File: src/rtl/det_count_display.sv
// Counts synchronised detector edges on a 4-digit BCD counter and scans the
// count onto a multiplexed common-anode seven-segment display.
`timescale 1ns/1ps
module det_count_display #(
    parameter int REFRESH_DIV = 100000
) (
    input  logic        clk,
    input  logic        reset,
    input  logic        det_in,
    input  logic        clr,
    output logic        det_pulse,
    output logic [15:0] count_bcd,
    output logic [3:0]  an,
    output logic [6:0]  seg,
    output logic        dp
);

    localparam int             CW           = $clog2(REFRESH_DIV);
    localparam logic [CW-1:0]  REFRESH_LAST = CW'(REFRESH_DIV - 1);

    logic          r_d1, r_d2, r_d3;
    logic          r_c1, r_c2;
    logic [15:0]   r_count;
    logic [CW-1:0] r_refresh;
    logic [1:0]    r_idx;
    logic [3:0]    r_an;
    logic [6:0]    r_seg;

    logic [15:0]   w_count_inc;
    logic          w_carry;
    logic [3:0]    w_digit;
    logic          w_blank;
    logic [3:0]    w_an;
    logic [6:0]    w_seg;

    function automatic logic [6:0] decode_digit(input logic [3:0] digit);
        case (digit)
            4'd0:    return 7'b1000000;
            4'd1:    return 7'b1111001;
            4'd2:    return 7'b0100100;
            4'd3:    return 7'b0110000;
            4'd4:    return 7'b0011001;
            4'd5:    return 7'b0010010;
            4'd6:    return 7'b0000010;
            4'd7:    return 7'b1111000;
            4'd8:    return 7'b0000000;
            4'd9:    return 7'b0010000;
            default: return 7'b1111111;
        endcase
    endfunction

    // NOTE: non-blocking assignments let each flop sample the previous stage's old value, so the chains shift one stage per edge.
    always_ff @(posedge clk or negedge reset) begin
        if (!reset) begin
            r_d1 <= 1'b0;
            r_d2 <= 1'b0;
            r_d3 <= 1'b0;
            r_c1 <= 1'b0;
            r_c2 <= 1'b0;
        end else begin
            r_d1 <= det_in;
            r_d2 <= r_d1;
            r_d3 <= r_d2;
            r_c1 <= clr;
            r_c2 <= r_c1;
        end
    end

    assign det_pulse = r_d2 & ~r_d3;

    // NOTE: every combinational output is given a default first, so no path can leave it unassigned and infer a latch.
    always_comb begin
        w_count_inc = r_count;
        w_carry     = 1'b1;
        for (int k = 0; k < 4; k++) begin
            if (w_carry) begin
                if (r_count[4*k +: 4] == 4'd9) begin
                    w_count_inc[4*k +: 4] = 4'd0;
                end else begin
                    w_count_inc[4*k +: 4] = r_count[4*k +: 4] + 4'd1;
                    w_carry               = 1'b0;
                end
            end
        end
    end

    // Clear wins over a coincident pulse; carry out of the thousands digit is dropped (9999 -> 0000).
    always_ff @(posedge clk or negedge reset) begin
        if (!reset) begin
            r_count <= 16'd0;
        end else if (r_c2) begin
            r_count <= 16'd0;
        end else if (det_pulse) begin
            r_count <= w_count_inc;
        end
    end

    always_ff @(posedge clk or negedge reset) begin
        if (!reset) begin
            r_refresh <= '0;
            r_idx     <= 2'd0;
        end else if (r_refresh == REFRESH_LAST) begin
            r_refresh <= '0;
            r_idx     <= r_idx + 2'd1;
        end else begin
            r_refresh <= r_refresh + CW'(1);
        end
    end

    // A digit is blanked when it and every higher digit are zero.
    always_comb begin
        w_digit = r_count[3:0];
        w_blank = 1'b0;
        case (r_idx)
            2'd1: begin
                w_digit = r_count[7:4];
                w_blank = (r_count[15:4] == 12'd0);
            end
            2'd2: begin
                w_digit = r_count[11:8];
                w_blank = (r_count[15:8] == 8'd0);
            end
            2'd3: begin
                w_digit = r_count[15:12];
                w_blank = (r_count[15:12] == 4'd0);
            end
            default: begin
                w_digit = r_count[3:0];
                w_blank = 1'b0;
            end
        endcase
        if (w_blank) begin
            w_an  = 4'b1111;
            w_seg = 7'b1111111;
        end else begin
            w_an  = ~(4'b0001 << r_idx);
            w_seg = decode_digit(w_digit);
        end
    end

    always_ff @(posedge clk or negedge reset) begin
        if (!reset) begin
            r_an  <= 4'b1111;
            r_seg <= 7'b1111111;
        end else begin
            r_an  <= w_an;
            r_seg <= w_seg;
        end
    end

    assign count_bcd = r_count;
    assign an        = r_an;
    assign seg       = r_seg;
    assign dp        = 1'b1;

endmodule

File: config.mk
export PLATFORM = sky130hd
export DESIGN_NAME = det_count_display
export DESIGN_NICKNAME = d
export VERILOG_FILES = /design/src/rtl/det_count_display.sv
export SDC_FILE = /design/constraint.sdc
export NUM_CORES = 1
export LEC_CHECK = 0
export ABC_AREA = 1
export CAP_MARGIN = 25
export CORE_MARGIN = 2
export CORE_UTILIZATION = 50
export CTS_CLUSTER_SIZE = 30
export DETAILED_ROUTE_END_ITERATION = 16
export PLACE_DENSITY = 0.81
export SLEW_MARGIN = 40
export SYNTH_ARGS = -nofsm -noshare
export SYNTH_HDL_FRONTEND = slang
export SYNTH_SLANG_ARGS = --single-unit
File: constraint.sdc
create_clock -name clk -period 1.85 [get_ports clk]
set_input_delay 0.37 -clock clk [delete_from_list [all_inputs] [get_ports clk]]
set_output_delay 0.37 -clock clk [all_outputs]
set_load 0.01 [all_outputs]
== Yosys cells after proc, flatten, opt, wreduce, memory -nomap -nowiden ==
Memory sizes are Yosys's and may differ from the RTL's.
Cells that the tools add are included.

* Reductions and logical operators: 10
* Mux-type cells: 19
* Equal/unequal tests: 8
* Bitwise operators: 3
* $add $sub $neg: 6
* Shifts and indexed selects: 1

{| class="wikitable"
|+ Operators with widths
! cell !! number
|-
| 16-bit two-way mux || 2
|-
| 4-bit two-way mux || 8
|-
| 17-bit by 1-bit adder with 17-bit output (second input constant) || 1
|-
| 17-bit equality test (second input constant) || 1
|-
| 17-bit two-way mux || 1
|-
| 4-bit by 1-bit adder with 4-bit output (second input constant) || 4
|-
| 4-bit equality test (second input constant) || 4
|-
| 12-bit zero test || 1
|-
| 4-bit one-hot mux with 3 select lines || 1
|-
| 8-bit zero test || 1
|-
| 2-bit nonzero test || 4
|-
| 7-bit two-way mux || 1
|-
| 2-bit AND reduction || 3
|-
| 1-bit two-way mux || 5
|-
| 2-bit equality test (second input constant) || 2
|-
| 4-bit zero test || 1
|-
| 4-bit NOT || 1
|-
| 1-bit by 2-bit << shifter with 4-bit output (first input constant) || 1
|-
| 1-bit one-hot mux with 3 select lines || 1
|-
| 2-bit by 1-bit adder with 2-bit output (second input constant) || 1
|-
| 2-bit by 1-bit equality test with 1-bit output (second input constant) || 1
|-
| 1-bit AND || 1
|-
| 1-bit NOT || 1
|}

* Memories: 1
* Logic and storage cells: 61
* Bits in read-only memories: 112
* Register bits after elaboration: 51
* Output and inout port bits: 29

{| class="wikitable"
|+ Memory list
! memory !! depth !! width !! rd ports !! clocked after memory_dff !! write ports !! RTL line !! RTL
|-
| (no name shown) || 16 || 7 || 1 || 0 || 0 || 37 || <nowiki>case (digit)</nowiki>
|}

== Depth between registers and ports, before layout ==
Gate-level depths: netlist of run 1.

* Word-level depth: 7
* Depth in mapped cells: 12
* Depth with buffers taken out: 12

== Worst setup path after synthesis of run 1 ==
No wires, ideal clock.

* Path kind: flip-flop to flip-flop
* From: reg r_idx[0]
* To: reg r_seg[3] (netlist: seg[3])
* Stages on the path, launching flop included: 12
* Arrival time: 1.631 ns
* Setup time: 0.075 ns
* Path buffers: 0
* Clock period less this slack: 1.706 ns
* Slack: 0.144 ns
* Path through: dfrtp_1 -> inv_1 -> ha_1 -> inv_2 -> nand2_1 -> o21ai_2 -> inv_1 -> ha_1 -> nand2_1 -> nand2_1 -> nand2_1 -> nand2_2

* Longest elaborated chain between the ends: 4
* Elaborated cells on any way between the ends: 7
* Those cells by class: eq/ne (3); mux (3); memory (1)

{| class="wikitable"
|+ RTL lines
! what !! RTL line !! RTL
|-
| start, declared || 25 || <nowiki>logic [1:0] r_idx;</nowiki>
|-
| start signal, assigned || 104 || <nowiki>r_idx <= r_idx + 2'd1;</nowiki>
|-
| 2-bit equality test / 2-bit by 1-bit equality test with 1-bit output (equally long branches) || 114 || <nowiki>case (r_idx)</nowiki>
|-
| 4-bit one-hot mux with 3 select lines || 114 ||
|-
| memory 16 x 7 bit || -- ||
|-
| 7-bit two-way mux * || 132 || <nowiki>if (w_blank) begin</nowiki>
|-
| via w_seg[3] || 34 || <nowiki>logic [6:0] w_seg;</nowiki>
|-
| end signal, assigned || 147 || <nowiki>r_seg <= w_seg;</nowiki>
|-
| end, declared || 27 || <nowiki>logic [6:0] r_seg;</nowiki>
|}

Mark *: on every way through the listed nets, which the timed path passes. The rest lies on a longest branch.
A chain may end at the register's enable or synchronous reset.

== Final worst setup path of run 1 ==
* From: reg r_count[10] (netlist: count_bcd[10])
* To: out count_bcd[10]

{| class="wikitable"
|+ RTL lines
! what !! RTL line !! RTL
|-
| start, declared || 23 || <nowiki>logic [15:0] r_count;</nowiki>
|-
| start signal, assigned || 94 || <nowiki>r_count <= w_count_inc;</nowiki>
|-
| end, declared || 12 || <nowiki>output logic [15:0] count_bcd,</nowiki>
|}

No word-level cell between the ends.

==> summary.txt, run 1 <==
status = completed
ys async rst share = 100%
Starting Density = 51.9%
Max Slew Vio Count = 0
Skew-Pair Late Insertion Delay = 0.30 ns
Horiz. Die Dim = 79.6 um
DP HPWL = 4260 um
CTS Sinks = 51
initial antenna violation count = 0
skew final = 0.0102 ns
Total GRT Usage = 19.3%
die height = 79.6 um
Vias per Instance = 5.05
post-route clock period utilization = 96.5%
number of synthesized flops with an enable pin = 0
Yosys top cell by area = dfrtp_1
Layout fillers = 481
hold_ws = 0.0323 ns
vias in the first global route = 2237
RSZ-0062 raised after global routing = no
DRC viols = 0
Cell Rows = 27
HP Class = in2async
CP required = 1.48 ns
CP max stage delay = 0.60 ns
Synth area leaders = dfrtp_1, nand2_1, dfstp_2, ha_1, inv_1
overall power = 2.21 mW
worst setup path class = reg2out
register area share after synthesis = 45.1%
first-pass GRT wire length = 9760 um
DR WL/cell = 12.3 um
worst r2r src = r_idx[0]
layout cells sized above 1 = 14.9%
final hold vios = 0
endpoints failing setup = 0
Reg2Reg Setup Slack = 0.13 ns
reg-to-reg endpoint = seg[3]
Pre-antenna DRT Iters = 4
post-layout min period = 1.79 ns
# port buffers = 31
maximum VDD drop = 0.476 mV
Final #Nets = 410
global route total overflow = 0
CTS buffer count = 5
Critical Path End Type = output port
clk root buf = clkbuf_8
max_cap viols = 0
cells on worst reg2reg path = 10
synth unique cells = 36
cell count after synthesis = 350
Final WS setup = 0.0649 ns
FMAX = 0.560 GHz
area grow syn2layout = 18.6%
Via Count = 2335
buffer and inverter count on the worst path = 1
top cell type's share of synthesized area = 35.0%
I/O Pins = 33
Syn Area/Cell = 8.17 um^2
maximum root-to-sink buffer count = 2
Worst-path clk slew = 0.09 ns
Synthesized Nets = 371
Placer Congestion = 0.909
Post-Place Worst Slack = -0.0127 ns
worst path cell trace = clkdlybuf4s50_1
Synth Flop Type = dfrtp_1
crit-path leading delay family = buffers and inverters
crit-path max FO = 9
Post-Syn Area = 2860 um^2
area of the multi-input gates = 1380 um^2
PwrDens = 651 nW/um^2
Yosys reg bits = 51
Post-DRT Antenna Nets = 0
CP Data Arrival Time = 1.42 ns
commonest cells in the netlist = nand2_1, inv_1, dfrtp_1
most numerous cell in the Yosys netlist = nand2_1
drt initial violations = 109
core area = 5510 um^2
largest net degree at the start of global routing = 52
Leak = 1.62 nW
Worst path slowest cell = clkdlybuf4s50_1
htree depth = 2
Reg area = 1290 um^2
ant diodes = 0
die area = 6340 um^2
Startpoint Class = register
final wirelength = 5660 um
CTS tree = built
Ys Warns = 0
-- worst max path at each step --
stage               endpoint  slack (ns)     startpoint  cells past startpoint
3_3_place_gp          seg[3]        0.09       r_idx[0]                     10
4_1_cts            det_pulse        0.04           r_d3                      2
6_report       count_bcd[10]        0.06  count_bcd[10]                      1
3_5_place_dp          seg[3]       -0.01       r_idx[0]                     10
2_1_floorplan         seg[3]        0.14       r_idx[0]                     11
5_1_grt               seg[5]        0.01       r_idx[0]                     11
-- per-layer routing --
metal	routed length, um	part of all wire (%)	GRT usage (%)	vias up
li1	-	-	-	1182
met1	2570	45	25.3	1099
met2	2800	49	32.5	50
met3	259	4.6	4.41	4
met4	38	0.67	4.66	0
met5	0	0	0	-
-- placed cells by master, fill, tap and decap left out, types with 2 or more instances in the layout --
| cell type | instances |
|---|---|
| nand2_1 | 81 |
| nand2_2 | 9 |
| clkbuf_8 | 5 |
| dfrtp_1 | 40 |
| nand2_4 | 2 |
| a21oi_1 | 6 |
| buf_4 | 2 |
| o21ai_4 | 2 |
| o21ai_0 | 8 |
| ha_1 | 14 |
| nor3_1 | 7 |
| inv_2 | 11 |
| xor2_1 | 10 |
| dfstp_2 | 11 |
| nor3b_1 | 2 |
| ha_4 | 2 |
| nand4_1 | 8 |
| nor2_1 | 35 |
| clkdlybuf4s50_1 | 29 |
| inv_1 | 43 |
| o21ai_1 | 12 |
| nor2_2 | 3 |
| nand3_1 | 26 |
-- sequential cells by signal, summed over array words and instances (netlist names) --
signal,flops
r_c1,1
r_d3,1
count_bcd,16
r_d1,1
r_c2,1
r_idx,2
r_d2,1
r_refresh,17
seg,7
an,4
-- per-stage QoR --
| stage | cells | utilization, % | TNS, ns | cell area, um^2 |
|---|---|---|---|---|
| 4_1_cts | 461 | 60.9 | 0 | 3350 |
| 2_1_floorplan | 350 | - | 0 | 2860 |
| 5_1_grt | 462 | 61.6 | 0 | 3390 |
| 6_report | 462 | 61.6 | 0 | 3390 |
| 3_5_place_dp | 453 | 59.3 | -0.0127 | 3260 |
| 3_3_place_gp | 453 | 59.3 | 0 | 3260 |
-- layout make-up --
cell class	count	share of cell area, %
Multi-Input combinational cell	242	40.5
Sequential cell	51	38.0
Timing Repair Buffer	34	10.1
Inverter	55	6.16
Tap cell	72	2.66
Clock buffer	6	2.14
Clock inverter	2	0.369
-- where the power goes --
group / switching [mW] / internal (mW)
Clock: 0.350 / 0.265
Sequential: 0.0747 / 1.17
Combinational: 0.183 / 0.162
Total: 0.608 / 1.60
-- what timing repair did --
| item | in CTS | in global routing |
|---|---|---|
| buffers inserted | 0 | 1 |
| resized for setup | 1 | 9 |
| hold buffers | 0 | 0 |
| endpoints found under the setup margin | 2 | 8 |
-- cells by family (layout without fill, tap and decap cells) --
| group | after synthesis | count (layout) | share of synthesized area (%) |
|---|---|---|---|
| AO/OA/AOI/OAI | 33 | 33 | 7.18 |
| XOR/XNOR | 11 | 11 | 3.37 |
| flip-flops | 51 | 51 | 45.1 |
| multiplexers | 1 | 1 | 0.350 |
| adder cells (fa/ha/maj) | 17 | 17 | 7.44 |
| other | 1 | 1 | 0.131 |
| buffers and inverters | 57 | 97 | 7.97 |
| AND/OR/NAND/NOR | 179 | 179 | 28.4 |
No activity file was read; power rests on OpenSTA's default activity.
==> run 2: changes to the inputs <==
--- a/config.mk
+++ b/config.mk
@@ -8,10 +8,10 @@
 export ABC_AREA = 1
 export CAP_MARGIN = 25
 export CORE_MARGIN = 2
-export CORE_UTILIZATION = 50
-export CTS_CLUSTER_SIZE = 30
+export CORE_UTILIZATION = 25
+export CTS_CLUSTER_SIZE = 16
 export DETAILED_ROUTE_END_ITERATION = 16
-export PLACE_DENSITY = 0.81
+export PLACE_DENSITY = 0.51
 export SLEW_MARGIN = 40
 export SYNTH_ARGS = -nofsm -noshare
 export SYNTH_HDL_FRONTEND = slang
==> summary.txt, run 2 (synthesized netlist as in run 1, its figures left out) <==
Vias per Instance = 4.31
Starting Density = 25.4%
ant diodes = 0
Skew-Pair Late Insertion Delay = 0.30 ns
PwrDens = 725 nW/um^2
die area = 12300 um^2
Worst-path clk slew = 0.07 ns
clock share of power = 37.7%
Total GRT Usage = 10.6%
first-pass GRT wire length = 10700 um
commonest non-fill, non-tap cell in the layout = nand2_1
most frequent cells in the layout = nand2_1, inv_1, dfrtp_1, nor2_1, clkdlybuf4s50_1
drt initial violations = 119
CP max stage delay = 0.60 ns
Horiz. Die Dim = 111 um
largest net degree at the start of global routing = 52
clk root buf = clkbuf_16
skew final = 0.0115 ns
worst setup path class = reg2out
I/O Pins = 33
crit-path leading delay family = buffers and inverters
htree depth = 2
postcts setup bufs = 0
maximum root-to-sink buffer count = 2
vias in the first global route = 2244
# hold bufs at CTS = 0
post-route clock period utilization = 95.9%
Pre-antenna DRT Iters = 4
Int Power = 1.88 mW
core area = 11300 um^2
Post-DRT Antenna Nets = 0
Critical Path End Type = output port
CTS tree = built
post-layout min period = 1.77 ns
Top reg by flops = r_refresh
Sw Ratio = 26.8%
global route total overflow = 0
FMAX = 0.564 GHz
endpoints failing setup = 0
maximum VDD drop = 0.373 mV
crit-path max FO = 6
buffer and inverter count on the worst path = 1
Final #Nets = 411
Leak = 1.64 nW
Gate power share = 13.4%
max reg flops = 17
initial antenna violation count = 0
CTS Sinks = 51
die height = 111 um
max_cap viols = 0
RSZ-0062 raised after global routing = no
worst path cell trace = clkdlybuf4s50_1
Max Slew Vio Count = 0
Flop pwr share = 48.9%
layout cells sized above 1 = 15.1%
final wirelength = 6200 um
Placer Congestion = 0.823
Worst path slowest cell = clkdlybuf4s50_1
Startpoint Class = register
# port buffers = 31
CP required = 1.48 ns
Cell Rows = 39
status = completed
overall power = 2.57 mW
DR WL/cell = 11.6 um
Via Count = 2304
DP HPWL = 4640 um
final hold vios = 0
Psw = 0.689 mW
TNS Setup = 0 ns
DRC viols = 0
CTS buffer count = 5
HP Class = in2async
area grow syn2layout = 23.8%
CP Data Arrival Time = 1.40 ns
-- run 2: cell types whose count changed in the layout (fill, tap and decap cells not counted), sizes merged --
| cell | before | now |
|---|---|---|
| dlymetal6s2s | 1 | 0 |
| clkdlybuf4s50 | 29 | 30 |
| buf | 4 | 5 |
-- run 2: metal layers --
layer	vias to the layer above	part of all wire, %	global-route usage, %	wire, um
li1	1184	-	-	-
met1	1092	50	14.0	3070
met2	22	47	17.4	2900
met3	6	2.1	1.75	129
met4	0	1.6	4.25	99
met5	-	0	0	0
-- run 2: power by group through the flow --
| stage | Clock [mW] | Sequential [mW] | Combinational [mW] |
|---|---|---|---|
| 2_1_floorplan | 0 | 1.27 | 0.167 |
| 3_3_place_gp | 0 | 1.28 | 0.343 |
| 3_5_place_dp | 0 | 1.28 | 0.348 |
| 4_1_cts | 1.01 | 1.26 | 0.350 |
| 5_1_grt | 1.04 | 1.27 | 0.389 |
| 6_report | 0.967 | 1.26 | 0.344 |
-- run 2: timing repair --
| action | CTS | global route |
|---|---|---|
| gates resized for setup | 1 | 6 |
| endpoints found under the setup margin | 1 | 9 |
| gates cloned | 0 | 0 |
-- run 2: area by class of cell --
cell class                 instances  area (um^2)
sequential                        51         1290
tap                              143          179
clock inverter                     2         16.3
inverter                          55          211
multi-input combinational        242         1350
fill                            1164         7730
clock buffer                       6          139
timing repair buffer              35          348
-- run 2: worst paths after layout --
check / from / end / slack (ns) / cells past startpoint
setup reg to reg: r_idx[1] / seg[3] / 0.13 / 10
max in group asynchronous: reset / seg[2] / 1.48 / 2
min in group clk: r_d1 / r_d2 / 0.35 / 0
setup / recovery: count_bcd[8] / count_bcd[8] / 0.08 / 1
hold / removal: reset / r_c1 / 0.04 / 2
hold reg to reg: r_d1 / r_d2 / 0.35 / 0
-- run 2: through the flow --
step,instances,hold WS [ns],utilization [%],setup slack (ns),area [um^2]
floorplan,350,0.0744,-,0.144,2860
global placement,526,0.334,29.9,0.0603,3370
detailed placement,526,0.341,29.9,-0.00823,3370
CTS,534,0.0658,31.3,0.0195,3530
global route,534,0.0810,31.4,0.0124,3540
finish,534,0.0436,31.4,0.0765,3540
==> run 3: changes to the inputs <==
--- a/config.mk
+++ b/config.mk
@@ -6,7 +6,6 @@
 export NUM_CORES = 1
 export LEC_CHECK = 0
 export ABC_AREA = 1
-export CAP_MARGIN = 25
 export CORE_MARGIN = 2
 export CORE_UTILIZATION = 25
 export CTS_CLUSTER_SIZE = 16
==> results of run 3 <==
Final layout, timing and power as in run 2 (identical DEF).
